### src/rtl/traffic_phase_ctrl.sv
// rtl/traffic_phase_ctrl.sv - multi-channel traffic phase controller with ms timing and demand latches
// Optional pedestrian walk phase: define TRAFFIC_PED_WALK_EN to enable it.
module traffic_phase_ctrl #(
  parameter int NCH          = 3,
  parameter int PRESC        = 10,
  parameter int GREEN_MS     = 20000,
  parameter int MIN_GREEN_MS = 5000,
  parameter int YELLOW_MS    = 3000,
  parameter int ALLRED_MS    = 1000,
  parameter int WALK_MS      = 8000,
  parameter int TW           = 16,
  localparam int AW          = $clog2(NCH)
) (
  input  logic           CLK,
  input  logic           reset,
  input  logic           en,
  input  logic [NCH-1:0] demand,
  input  logic           ped_req,
  output logic [NCH-1:0] green,
  output logic [NCH-1:0] yellow,
  output logic [NCH-1:0] red,
  output logic [AW-1:0]  active,
  output logic           walk
);

  localparam int PW = (PRESC > 1) ? $clog2(PRESC) : 1;
  localparam logic [NCH-1:0] ONE = NCH'(1);

  typedef enum logic [1:0] {
    S_ALL_RED = 2'd0,
    S_GREEN   = 2'd1,
    S_YELLOW  = 2'd2,
    S_WALK    = 2'd3
  } state_t;

  state_t          state_q, state_d;
  logic [PW-1:0]   pre_q, pre_nxt;
  logic [TW-1:0]   ms_q, ms_nxt;
  logic [NCH-1:0]  latch_q, latch_d, clr_mask, others;
  logic [AW-1:0]   active_q, active_d, sel_ch;
  logic            tick;
  logic            ped_set;
  logic [2*NCH-1:0] rot_all;
  logic [NCH-1:0]  green_c, yellow_c, red_c;
  logic            walk_c;

`ifdef TRAFFIC_PED_WALK_EN
  logic            ped_q;

  // Pedestrian request latch: collects ped_req, cleared once the walk phase is taken.
  always_ff @(posedge CLK) begin
    if (reset) begin
      ped_q <= 1'b0;
    end else if (en) begin
      ped_q <= (state_d == S_WALK) ? 1'b0 : (ped_q | ped_req);
    end
  end

  assign ped_set = ped_q;
`else
  logic unused_ped;
  assign unused_ped = ped_req;
  assign ped_set    = 1'b0;
`endif

  // Prescaler and saturating ms counter values for the next enabled cycle.
  always_comb begin
    tick    = (pre_q == PW'(PRESC - 1));
    pre_nxt = tick ? '0 : pre_q + PW'(1);
    ms_nxt  = (tick && (ms_q != '1)) ? ms_q + TW'(1) : ms_q;
  end

  // Round-robin scan from active+1 for the first latched demand, defaulting to active+1.
  always_comb begin
    logic [2*NCH-1:0] tmp;
    int off;
    off     = 0;
    tmp     = '0;
    rot_all = {latch_q, latch_q} >> (int'(active_q) + 1);
    for (int k = NCH - 1; k >= 0; k--) begin
      tmp = rot_all >> k;
      if (tmp[0]) off = k;
    end
    sel_ch = AW'((int'(active_q) + 1 + off) % NCH);
  end

  assign others = latch_q & ~(ONE << active_q);

  // Next-state logic: each state ends on the tick that brings ms up to its duration.
  always_comb begin
    state_d  = state_q;
    active_d = active_q;
    case (state_q)
      S_ALL_RED: begin
        if (ms_nxt == TW'(ALLRED_MS)) begin
          if (ped_set) begin
            state_d = S_WALK;
          end else begin
            state_d  = S_GREEN;
            active_d = sel_ch;
          end
        end
      end
      S_GREEN: begin
        if ((ms_nxt == TW'(GREEN_MS)) ||
            ((ms_nxt >= TW'(MIN_GREEN_MS)) && (|others))) begin
          state_d = S_YELLOW;
        end
      end
      S_YELLOW: begin
        if (ms_nxt == TW'(YELLOW_MS)) state_d = S_ALL_RED;
      end
      S_WALK: begin
        if (ms_nxt == TW'(WALK_MS)) state_d = S_ALL_RED;
      end
      default: state_d = S_ALL_RED;
    endcase
  end

  // Demand latches: served channel is cleared on green entry and kept clear while green.
  always_comb begin
    clr_mask = '0;
    if (state_d == S_GREEN) clr_mask = clr_mask | (ONE << active_d);
    if (state_q == S_GREEN) clr_mask = clr_mask | (ONE << active_q);
    latch_d = (latch_q | demand) & ~clr_mask;
  end

  // State register, counters, latches and served channel; everything frozen when en is low.
  always_ff @(posedge CLK) begin
    if (reset) begin
      state_q  <= S_ALL_RED;
      pre_q    <= '0;
      ms_q     <= '0;
      latch_q  <= '0;
      active_q <= AW'(NCH - 1);
    end else if (en) begin
      state_q  <= state_d;
      active_q <= active_d;
      latch_q  <= latch_d;
      if (state_d != state_q) begin
        pre_q <= '0;
        ms_q  <= '0;
      end else begin
        pre_q <= pre_nxt;
        ms_q  <= ms_nxt;
      end
    end
  end

  // Lamp decode from the current state; exactly one lamp lit per channel.
  always_comb begin
    green_c  = '0;
    yellow_c = '0;
    red_c    = '1;
    walk_c   = 1'b0;
    case (state_q)
      S_GREEN: begin
        green_c = ONE << active_q;
        red_c   = ~(ONE << active_q);
      end
      S_YELLOW: begin
        yellow_c = ONE << active_q;
        red_c    = ~(ONE << active_q);
      end
      S_WALK:  walk_c = 1'b1;
      default: red_c  = '1;
    endcase
  end

  // Registered lamp outputs, one cycle behind the state register.
  always_ff @(posedge CLK) begin
    if (reset) begin
      green  <= '0;
      yellow <= '0;
      red    <= '1;
      walk   <= 1'b0;
    end else if (en) begin
      green  <= green_c;
      yellow <= yellow_c;
      red    <= red_c;
      walk   <= walk_c;
    end
  end

  assign active = active_q;

endmodule

### config.mk
export PLATFORM = sky130hd
export DESIGN_NAME = traffic_phase_ctrl
export DESIGN_NICKNAME = d
export VERILOG_FILES = /design/src/rtl/traffic_phase_ctrl.sv
export SDC_FILE = /design/constraint.sdc
export NUM_CORES = 1
export LEC_CHECK = 0
export CORE_UTILIZATION = 41
export CTS_BUF_LIST = sky130_fd_sc_hd__clkbuf_2 sky130_fd_sc_hd__clkbuf_4 sky130_fd_sc_hd__clkbuf_8
export DETAILED_ROUTE_END_ITERATION = 10
export PLACE_DENSITY = 0.62
export SLEW_MARGIN = 20
export SYNTH_ARGS = -nofsm -noshare
export SYNTH_HDL_FRONTEND = slang
export SYNTH_SLANG_ARGS = --single-unit
### constraint.sdc
create_clock -name CLK -period 7.5 [get_ports CLK]
set_input_delay 1.125 -clock CLK [delete_from_list [all_inputs] [get_ports CLK]]
set_output_delay 1.125 -clock CLK [all_outputs]
set_load 0.01 [all_outputs]
* Yosys cells after proc, flatten, opt, wreduce, memory -nomap -nowiden
Cells that the tools add are included.
Word-level totals: register bits 37, bits in latches 0, bits in writable memories 0, bits in read-only memories 0, input port bits 7, output and inout port bits 12, word-level logic and storage cells 61, memories kept 0
Cells by class: add/sub/neg operators 4, multiply operators 0, divide/modulo/power cells 1, $lt $le $gt $ge 1, equality and inequality tests 11, shift-type cells 3, muxes and demuxes 20, bitwise logic cells 6, reduce and logical (&&, ||, !) cells 6
Operator list (count):
- $mux 32 | 2
- $add 4x32->32 | 1
- $mod 32x3->32 const B | 1
- $mux 16 | 2
- $shr 6x32->3 | 1
- $add 16x1->16 const B | 1
- $eq 16x10->1 const B | 1
- $eq 16x12->1 const B | 1
- $eq 16x13->1 const B | 1
- $eq 16x15->1 const B | 1
- $ge 16x13->1 const B | 1
- $ne 16x16->1 const B | 1
- $mux 3 | 5
- $mux 2 | 7
- $mux 4 | 2
- $pmux 2 s4 | 1
- $and 3x3->3 | 2
- $not 3->3 | 2
- $or 3x3->3 | 2
- $shl 1x2->3 const A | 2
- $add 4x1->4 const B | 1
- $eq 2x1->1 const B | 2
- $eq 2x2->1 const B | 2
- $eq 4x4->1 const B | 1
- other kinds (8) | 9

* Depth between registers and ports, before layout
Gate-level depths: netlist (run 1).
depth in word-level cells 15, gate-level depth with buffers 20, depth with buffers taken out 20

* Least setup slack after synthesis (run 1)
Ideal clock, no wire load.
path kind register to register, start register active_q[0], in the netlist active[0], end register latch_q[2], library setup time 103 ps, arrival 3897 ps, data required time 7397 ps, setup slack 3499 ps, cell stages (with the launch flop) 18, buffers on the path 0, clock period less this slack 4001 ps, path through dfxtp_1 -> inv_1 -> a311oi_1 -> nor2_1 -> ha_1 -> fa_1 -> mux2i_1 -> inv_1 -> ha_1 -> ha_1 -> a31oi_1 -> o21ai_0 -> ha_1 -> nor2_1 -> mux2_2 -> mux2i_1 -> nor2_1 -> a2111oi_2
Between the ends: word-level cells in the longest chain between the ends 15, elaborated cells between the ends (all ways) 24, those cells by class add/sub (2); div (1); eq/ne (1); shift (3); mux (9); bitwise (5); reduce/logical (3)
Ends and longest elaborated chain:
- start: declaration | line 40 | logic [AW-1:0] active_q, active_d, sel_ch;
- start signal: assignment | line 135 | active_q <= AW'(NCH - 1);
- start signal: assignment | line 138 | active_q <= active_d;
- $add 2x1->3 | line 79, 84
- $shr 6x32->3 | line 79 | rot_all = {latch_q, latch_q} >> (int'(active_q) + 1);
- $mux 2 | line 82 | if (tmp[0]) off = k;
- $mux 32 (2 in series) | line 82
- $add 4x32->32 | line 84 | sel_ch = AW'((int'(active_q) + 1 + off) % NCH);
- $mod 32x3->32 | line 84
- $mux 2 | line 95 | if (ms_nxt == TW'(ALLRED_MS)) begin
- $mux 2 | line 93 | case (state_q)
- $shl 1x2->3 | line 123 | if (state_d == S_GREEN) clr_mask = clr_mask | (ONE << active_d);
- $mux 3 | line 123
- $or 3x3->3 | line 124 | if (state_q == S_GREEN) clr_mask = clr_mask | (ONE << active_q);
- $mux 3 * | line 124
- $not 3->3 * | line 125 | latch_d = (latch_q | demand) & ~clr_mask;
- $and 3x3->3 * | line 125
- end signal: assignment | line 139 | latch_q <= latch_d;
- end: declaration | line 39 | logic [NCH-1:0] latch_q, latch_d, clr_mask, others;
Every way passes the cells marked *; elsewhere a longest branch is shown, timed or not. A chain may end at the register's enable or synchronous reset.

* Worst setup path after layout (run 1)
Same ends and word-level chain as after synthesis.

==> results.md, run 1 <==
- In this run, the number of DRC markers left after iteration 0 of detailed routing was 171.
- The signed area change from the synthesized netlist to the final layout is 8.52%.
- The first global-routing pass estimated 12400 µm of wire.
- The floorplan die area is 7760 µm².
- The filler cells instantiated in the layout total 761.
- The setup slack of the critical path after layout is 3080 ps.
- The post-route fraction of the period consumed by the critical path is 59.0%.
- The setup fix buffers added after clock tree synthesis is 0.
- The proportion of power drawn by flip-flops and latches is 48.6%.
- In the synthesized netlist the dominant register cell turns out to be sky130_fd_sc_hd__dfxtp_1.
- In this run the deepest clock path goes through 2 buffers.
- The average wire length per cell after detail routing is 15.3 µm.
- The netlist uses 67 different library cells.
- The share of power burned in combinational logic is 16.5%.
- The clock root buffer is sky130_fd_sc_hd__clkbuf_8.
- The remaining design rule violation count is 0.
- CTS saw 37 sinks.
- 19 I/O pins were placed.
- The number of storage elements in the synthesis netlist is 37.
- The sum of met3 wire segment lengths after detailed routing is 276 µm.
- The highest layer touched by signal routing is met4.
- In this run the tool buffered the top-level ports with 17 buffer cells.
- The total overflow left after global routing is 0.
- The number of global-route vias before repair is 2611.
- Counting every instance in the synthesized netlist gives 394.
- After layout, the minimum clock period comes to 4420 ps.
- After synthesis the cells add up to 3040 µm².
- Setup repair after global routing left no endpoint under its margin.
- Net switching is 29.4% of the power.
- The synthesized area per cell is 7.72 µm².
- The pre-CTS worst setup slack is 3060 ps.
- The repair_antennas step left the layout with diodes totalling 0.
- Of the post-synthesis cell area, the dominant cell type holds 24.4%.
- Along the worst path, the maximum fanout reaches 10.
- The clock latency reported for the late side of the worst-skew pair is 310 ps.
- Measured along the x axis, the die boundary spans 88.1 µm.
- Per report_power, the clock group accounts for 34.9% of the total.
- The first detailed-routing pass took 4 iterations.
- The starting density of the core is 42.1%.
- In the final routing, the length of wire on met1 measures 3650 µm.
- Once the clock tree was built, the resizer swapped 0 gates to a different size.
- At the end of the flow the core is filled with cells to 45.7%.
- For this run, the post-layout net count is 419.
- Headroom to the max-slew limit came out at 56.4%.
- The global-route total usage across every layer is 20.2%.
- The sequential cells in the finished layout cover a total of 741 µm².
- The number of standard cells in the layout, taps in and fillers out is 493.
- The clock-pin slew on the worst setup and hold paths is 90 ps.
- For this block, the routed nets add up to 7520 µm of wire.
- The total negative setup slack is 0 ps.
- The largest net degree at the start of global routing is 38.
- The placed wire-length estimate is 5210 µm.
- Across the run, the number of max-cap violations was 0.
- Once detail routing completed, the nets flagged for antenna violations numbered 0.
- After synthesis, flip-flops and latches occupy 24.4% of the total area.
- The fraction of layout instances using a drive strength above 1 is 8.38%.
- Counting flops with an async set or reset pin after synthesis yields a share of 0%.
- The number of enable flip-flop cells after synthesis is 0.
- The H-tree was split into 2 levels.
- The number of hold buffers added after CTS was 0.
- The routed via count is 2937.
- The floorplan has 31 rows.
- The weighted congestion reported at the end of routability-driven placement is 0.850.
- By area the synthesized netlist is led by sky130_fd_sc_hd__dfxtp_1 (24%), sky130_fd_sc_hd__ha_1 (7.4%), sky130_fd_sc_hd__nand2_1 (4.4%), sky130_fd_sc_hd__nand3_1 (4.4%), sky130_fd_sc_hd__a21oi_1 (4.3%).
- The initial antenna violation count is 0.
- The internal power of the cells totals 0.295 mW.
- TritonCTS built the clock tree.
- Once placement completed, the tool counted placed cells totaling 485.
- The cell type contributing the most total cell area after synthesis is sky130_fd_sc_hd__dfxtp_1.
- The number of setup violations in the final report is 0.
- The die is 88.1 µm tall.
- Leaving out fill and tap cells, the most frequent cell in the layout is sky130_fd_sc_hd__dfxtp_1.
- The count of synthesis-stage warnings from yosys is 0.
- The total nets after synthesis is 420.
- Across the VDD grid, the largest voltage drop is 56.7 µV.
- The placeable core area is 7210 µm².
- The number of pins with negative max-slew slack in the final report was 0.
- The critical path arrival is 4620 ps.
- The wire length on met2 is 3510 µm.
- For this design the static power due to leakage is 1.15 nW.
- The total CTS buffers is 5.
- In this run the power spent charging and discharging nets is 0.123 mW.
- The sort of element at the end of the critical path is a register.
- The flow ran to the end, and the final reports show no timing, DRC or antenna violations.
- In the layout the commonest cells are sky130_fd_sc_hd__dfxtp_1 (37), sky130_fd_sc_hd__nand2_1 (36), sky130_fd_sc_hd__nor2_1 (33).
- Derived from the worst setup path, the maximum achievable clock frequency is 0.226 GHz.
- The worst setup path is launched from a register.
- The path class of the lowest-slack min-delay path is register to register.
- The critical path is of the register to register type.
- The hold violation count in the final report is 0.
- In the final layout, the multi-input gates occupy 2100 µm².
- The pin slew with the least headroom to its limit is 648 ps.
- For this design the ratio of total power to cell area is 127 nW/µm².
- The data required time at the worst endpoint is 7700 ps.
- Using the TritonRoute via totals, the vias-per-cell ratio works out to 5.96.
- The final clock skew is 12.9 ps.
layout make-up:
type                       count  share of cell area [%]
clock inverter                 3                   0.683
timing repair buffer          20                    5.69
tap                           99                    3.75
sequential                    37                    22.4
multi-input combinational    314                    63.6
inverter                      15                    1.71
clock buffer                   5                    2.09
cells in the mapped netlist, types with 6 or more instances:
| master | number |
|---|---|
| sky130_fd_sc_hd__inv_1 | 15 |
| sky130_fd_sc_hd__ha_1 | 18 |
| sky130_fd_sc_hd__nand2b_1 | 8 |
| sky130_fd_sc_hd__a31oi_1 | 11 |
| sky130_fd_sc_hd__nand3_1 | 27 |
| sky130_fd_sc_hd__o21ai_0 | 13 |
| sky130_fd_sc_hd__nor2_1 | 33 |
| sky130_fd_sc_hd__nor3_1 | 15 |
| sky130_fd_sc_hd__o211ai_1 | 7 |
| sky130_fd_sc_hd__clkbuf_1 | 10 |
| sky130_fd_sc_hd__nand2_1 | 36 |
| sky130_fd_sc_hd__nand4_1 | 17 |
| sky130_fd_sc_hd__a21oi_1 | 26 |
| sky130_fd_sc_hd__dfxtp_1 | 37 |
| sky130_fd_sc_hd__a32oi_1 | 6 |
| sky130_fd_sc_hd__buf_2 | 8 |
| sky130_fd_sc_hd__and3_1 | 11 |
logic make-up (layout without fill, tap and decap cells):
group	count (synthesis)	count (layout)	share of synthesized area [%]
AO/OA/AOI/OAI	99	99	22.9
XOR/XNOR	7	7	2.02
adder cells (fa/ha/maj)	19	19	8.07
buffers and inverters	43	43	6.75
flip-flops	37	37	24.4
multiplexers	8	8	2.76
AND/OR/NAND/NOR	181	181	33.2
critical path, stage by stage, from the launching register on:
cell                        delay, ps
sky130_fd_sc_hd__dfxtp_1          520
sky130_fd_sc_hd__inv_1            190
sky130_fd_sc_hd__nor3_1           210
sky130_fd_sc_hd__o21ai_0          110
sky130_fd_sc_hd__o21ai_0          320
sky130_fd_sc_hd__ha_1             220
sky130_fd_sc_hd__a21o_1           120
sky130_fd_sc_hd__nor2_1            50
sky130_fd_sc_hd__mux2i_1          270
sky130_fd_sc_hd__inv_1             80
sky130_fd_sc_hd__ha_1             220
sky130_fd_sc_hd__ha_1             200
sky130_fd_sc_hd__a31oi_1          220
sky130_fd_sc_hd__o21ai_0          140
sky130_fd_sc_hd__ha_1             190
sky130_fd_sc_hd__nor2_1           170
sky130_fd_sc_hd__mux2_2           360
sky130_fd_sc_hd__mux2i_1          300
sky130_fd_sc_hd__nor2_1            90
sky130_fd_sc_hd__a2111oi_2        340
per-layer routing:
metal / track usage, % / vias to the layer above
met5: 0 / -
met4: 6.16 / 0
met1: 26.8 / 1399
met3: 3.20 / 11
li1: - / 1466
met2: 33.8 / 61
path summary, 6_finish.rpt:
kind | startpoint | endpoint | slack (ps) | cells after the start
setup / recovery | active[0] | latch_q[2] | 3080 | 19
hold / removal | yellow[0] | yellow[0] | 470 | 2
setup reg to reg | active[0] | latch_q[2] | 3080 | 19
hold reg to reg | yellow[0] | yellow[0] | 470 | 2
state kept, by name, summed over array words and instances, names as in the netlist:
signal / count
active: 2
green: 3
latch_q: 3
ms_q: 16
pre_q: 4
red: 3
state_q: 2
walk: 1
yellow: 3
power by group through the flow:
stage	registers, mW	logic (mW)	clock network [mW]
floorplan	0.207	0.0539	0
global placement	0.208	0.0684	0
detailed placement	0.208	0.0698	0
CTS	0.203	0.0702	0.150
global route	0.204	0.0796	0.156
finish	0.203	0.0691	0.146
stage by stage:
stage	power (mW)	hold slack, ps	cell area, µm²
4_1_cts	0.423	470	3300
3_3_place_gp	0.276	452	3210
2_1_floorplan	0.261	486	3040
3_5_place_dp	0.277	457	3210
5_1_grt	0.440	500	3300
6_report	0.418	466	3300
(Power assumes the default switching activity.)
==> run 2, diff against run 1 <==
- clock period: 7.5 -> 4.4 ns (I/O delays scaled with it)
==> run 2 against run 1 <==
Combinational power increased by 100%. Flip-flop and latch count unchanged. First-iteration DRC count increased by 23%. Cell count increased by 1.4%. Largest cell class unchanged.
==> results.md, run 2 (synthesis gave the netlist of run 1 again) <==
- The placed wire-length estimate came to 5530 µm (was 5210 µm).
- The largest net degree at the start of global routing was 31 (was 38).
- The internal reg-to-reg setup slack came to 370 ps (was 3080 ps).
- The standard cell with the maximum stage delay on the critical path is sky130_fd_sc_hd__fa_2 (was sky130_fd_sc_hd__dfxtp_1).
- The critical path arrival is 4240 ps (was 4620 ps).
- The average wire length per cell after detail routing came to 15.6 µm (was 15.3 µm).
- The clock root buffer was sky130_fd_sc_hd__clkbuf_8 (unchanged).
- The placeable core area is 7210 µm² (unchanged).
- The normalized max-slew margin is 39.9% (was 56.4%).
- The clock-pin slew on the worst setup and hold paths was 90 ps (about the same).
- The number of I/O pins is 19 (unchanged).
- The path class of the lowest-slack min-delay path is register to register (unchanged).
- The share of power burned in combinational logic is 19.1% (was 16.5%).
- The largest incremental delay on the critical path is 400 ps (was 520 ps).
- The routed via count is 2999 (was 2937).
- The final critical path time including I/O delays and setup was 4030 ps (was 4420 ps).
- The most common library cell in the layout ignoring fill and taps is sky130_fd_sc_hd__dfxtp_1 (unchanged).
- The number of sinks on the clock net was 37 (unchanged).
- The count of inserted antenna diode cells is 0 (unchanged).
- The initial antenna violation count came to 0 (unchanged).
- The number of violations of the max-capacitance limit is 0 (unchanged).
- The flip-flop count of the largest register, all copies and words added is 16 (unchanged).
- The worst voltage drop across the vdd grid came to 141 µV (was 56.7 µV).
- The fraction of layout instances using a drive strength above 1 is 11.0% (was 8.38%).
- The final clock skew is 9.10 ps (was 12.9 ps).
- The total CTS buffers is 5 (unchanged).
- The number of global-route vias before repair came to 2605 (was 2611).
- The number of buffers between clock root and the deepest sink is 2 (unchanged).
- The combined area of the multi-input logic cells is 2130 µm² (was 2100 µm²).
- The chip width is 88.1 µm (unchanged).
- The number of pins with negative max-slew slack in the final report is 0 (unchanged).
- The remaining design rule violation count is 0 (unchanged).
- The total overflow reported by the global router is 0 (unchanged).
- The power density over the cells is 218 nW/µm² (was 127 nW/µm²).
- The leakage power summed over all cells was 1.18 nW (was 1.15 nW).
- The hold violation count in the final report is 0 (unchanged).
- The count of routing violations after the opening detailed-route iteration came to 210 (was 171).
- The register bank with the most flops is ms_q (unchanged).
- The final layout net count is 426 (was 419).
- The setup slack of the critical path after layout came to 370 ps (was 3080 ps).
- The hold-fix buffer count after cts was 0 (unchanged).
- Outcome: finished, final reports clean (unchanged).
- The number of setup violations in the final report is 0 (unchanged).
- The total negative setup slack is 0 ps (unchanged).
- The count of filler cells inserted in the layout came to 740 (was 761).
- The weighted congestion reported at the end of routability-driven placement is 0.883 (was 0.850).
- The clock share of power came to 34.2% (was 34.9%).
- The kind of start point of the critical path is a register (unchanged).
- The TritonCTS clock tree is done (unchanged).
- The floorplan die area is 7760 µm² (unchanged).
- The proportion of power drawn by flip-flops and latches is 46.6% (was 48.6%).
- The net switching share of the total power is 30.5% (was 29.4%).
- The clock latency reported for the late side of the worst-skew pair is 300 ps (was 310 ps).
- The height of the chip is 88.1 µm (unchanged).
- The pre-CTS worst setup slack is 135 ps (was 3060 ps).
- The most repeated library cell on the critical path was sky130_fd_sc_hd__ha_1 (unchanged).
- The register cell area after layout is 741 µm² (unchanged).
- The first-pass iteration count of the detailed router is 4 (unchanged).
- The total net switching power is 0.225 mW (was 0.123 mW).
- The post-detailed-route via-to-cell ratio was 6.00 (was 5.96).
- The peak fanout along the critical path is 4 (was 10).
- The type of the worst setup path was register to register (unchanged).
- The signed area change from the synthesized netlist to the final layout was 11.5% (was 8.52%).
- Registers with the most flip-flops: ms_q (16), pre_q (4) (unchanged).
- The maximum level of the CTS H-tree is 2 (unchanged).
- The global-route total usage across every layer is 20.3% (was 20.2%).
- The sum of internal, switching and leakage power was 0.739 mW (was 0.418 mW).
- The global-route wire length before repair was 12400 µm (about the same).
- Worst-path cell chain: inv_1 -> and3_1 -> a311oi_1 -> nor2_1 -> ha_1 -> fa_2 -> mux2i_4 -> inv_1 -> ha_1 -> ha_1 -> a31oi_2 -> o21ai_0 -> ha_1 -> nor2_2 -> mux2_2 -> mux2i_4 -> nor2_1 -> a2111oi_2 (was inv_1 -> nor3_1 -> o21ai_0 -> o21ai_0 -> ha_1 -> a21o_1 -> nor2_1 -> mux2i_1 -> inv_1 -> ha_1 -> ha_1 -> a31oi_1 -> o21ai_0 -> ha_1 -> nor2_1 -> mux2_2 -> mux2i_1 -> nor2_1 -> a2111oi_2).
- The post-route fraction of the period consumed by the critical path was 91.6% (was 59.0%).
- The data required time at the worst endpoint is 4610 ps (was 7700 ps).
- The maximum operating frequency was 0.248 GHz (was 0.226 GHz).
- The starting density of the core was 42.1% (unchanged).
- The number of standard-cell rows in the floorplan is 31 (unchanged).
- Most used cells in the layout excluding fill and tap cells: sky130_fd_sc_hd__dfxtp_1 (37), sky130_fd_sc_hd__nand2_1 (36), sky130_fd_sc_hd__nor2_1 (31) (was sky130_fd_sc_hd__dfxtp_1 (37), sky130_fd_sc_hd__nand2_1 (36), sky130_fd_sc_hd__nor2_1 (33)).
- The internal power is 0.514 mW (was 0.295 mW).
- The count of antenna-violating nets left after detailed routing is 0 (unchanged).
- The pin slew with the least headroom to its limit is 899 ps (was 648 ps).
- The detailed-route wire length was 7780 µm (was 7520 µm).
- The sort of element at the end of the critical path is a register (unchanged).
- The number of port buffers was 17 (unchanged).
-- run 2: critical path: cells and delay by family, from the launching register on --
| family | cells | cell delay, ps |
|---|---|---|
| flops | 1 | 380 |
| simple gates | 4 | 460 |
| buf+inv | 2 | 160 |
| fa+ha+maj | 5 | 1240 |
| compound gates | 4 | 930 |
| mux | 3 | 770 |
-- run 2: worst paths after layout --
path              startpoint    endpoint  depth (start not counted)
setup reg to reg  latch_q[2]  latch_q[2]                         18
setup / recovery  latch_q[2]  latch_q[2]                         18
hold / removal     yellow[1]   yellow[1]                          2
hold reg to reg    yellow[1]   yellow[1]                          2
-- run 2: area by class of cell --
class	instances	area share (%)
Tap cell	99	3.65
Sequential cell	37	21.9
Clock inverter	3	0.628
Multi-Input combinational cell	314	62.9
Timing Repair Buffer	27	7.24
Inverter	15	1.66
Clock buffer	5	2.03
-- run 2: power by group through the flow --
stage / combinational, mW / clock, mW / sequential (mW)
finish: 0.141 / 0.253 / 0.344
detailed placement: 0.125 / 0 / 0.352
global route: 0.159 / 0.274 / 0.345
global placement: 0.122 / 0 / 0.352
CTS: 0.126 / 0.261 / 0.344
floorplan: 0.0919 / 0 / 0.353
-- run 2: timing repair --
| item | 4_1_cts | 5_1_grt |
|---|---|---|
| setup buffers | 0 | 0 |
| endpoints found under the setup margin | 0 | 4 |
| resized for setup | 0 | 9 |
-- run 2: stage by stage --
step | std cells | utilization, % | instance area [µm²] | hold slack, ps
after floorplan | 394 | - | 3040 | 486
after global placement | 492 | 45.2 | 3260 | 452
after detailed placement | 492 | 45.2 | 3260 | 460
after CTS | 500 | 46.4 | 3350 | 470
after global routing | 500 | 47.0 | 3390 | 493
final | 500 | 47.0 | 3390 | 464
-- run 2: metal layers --
metal	global-route usage, %	wire length (µm)
met5	0	0
met4	5.13	80
met3	4.24	309
met2	34.4	3630
met1	26.3	3760
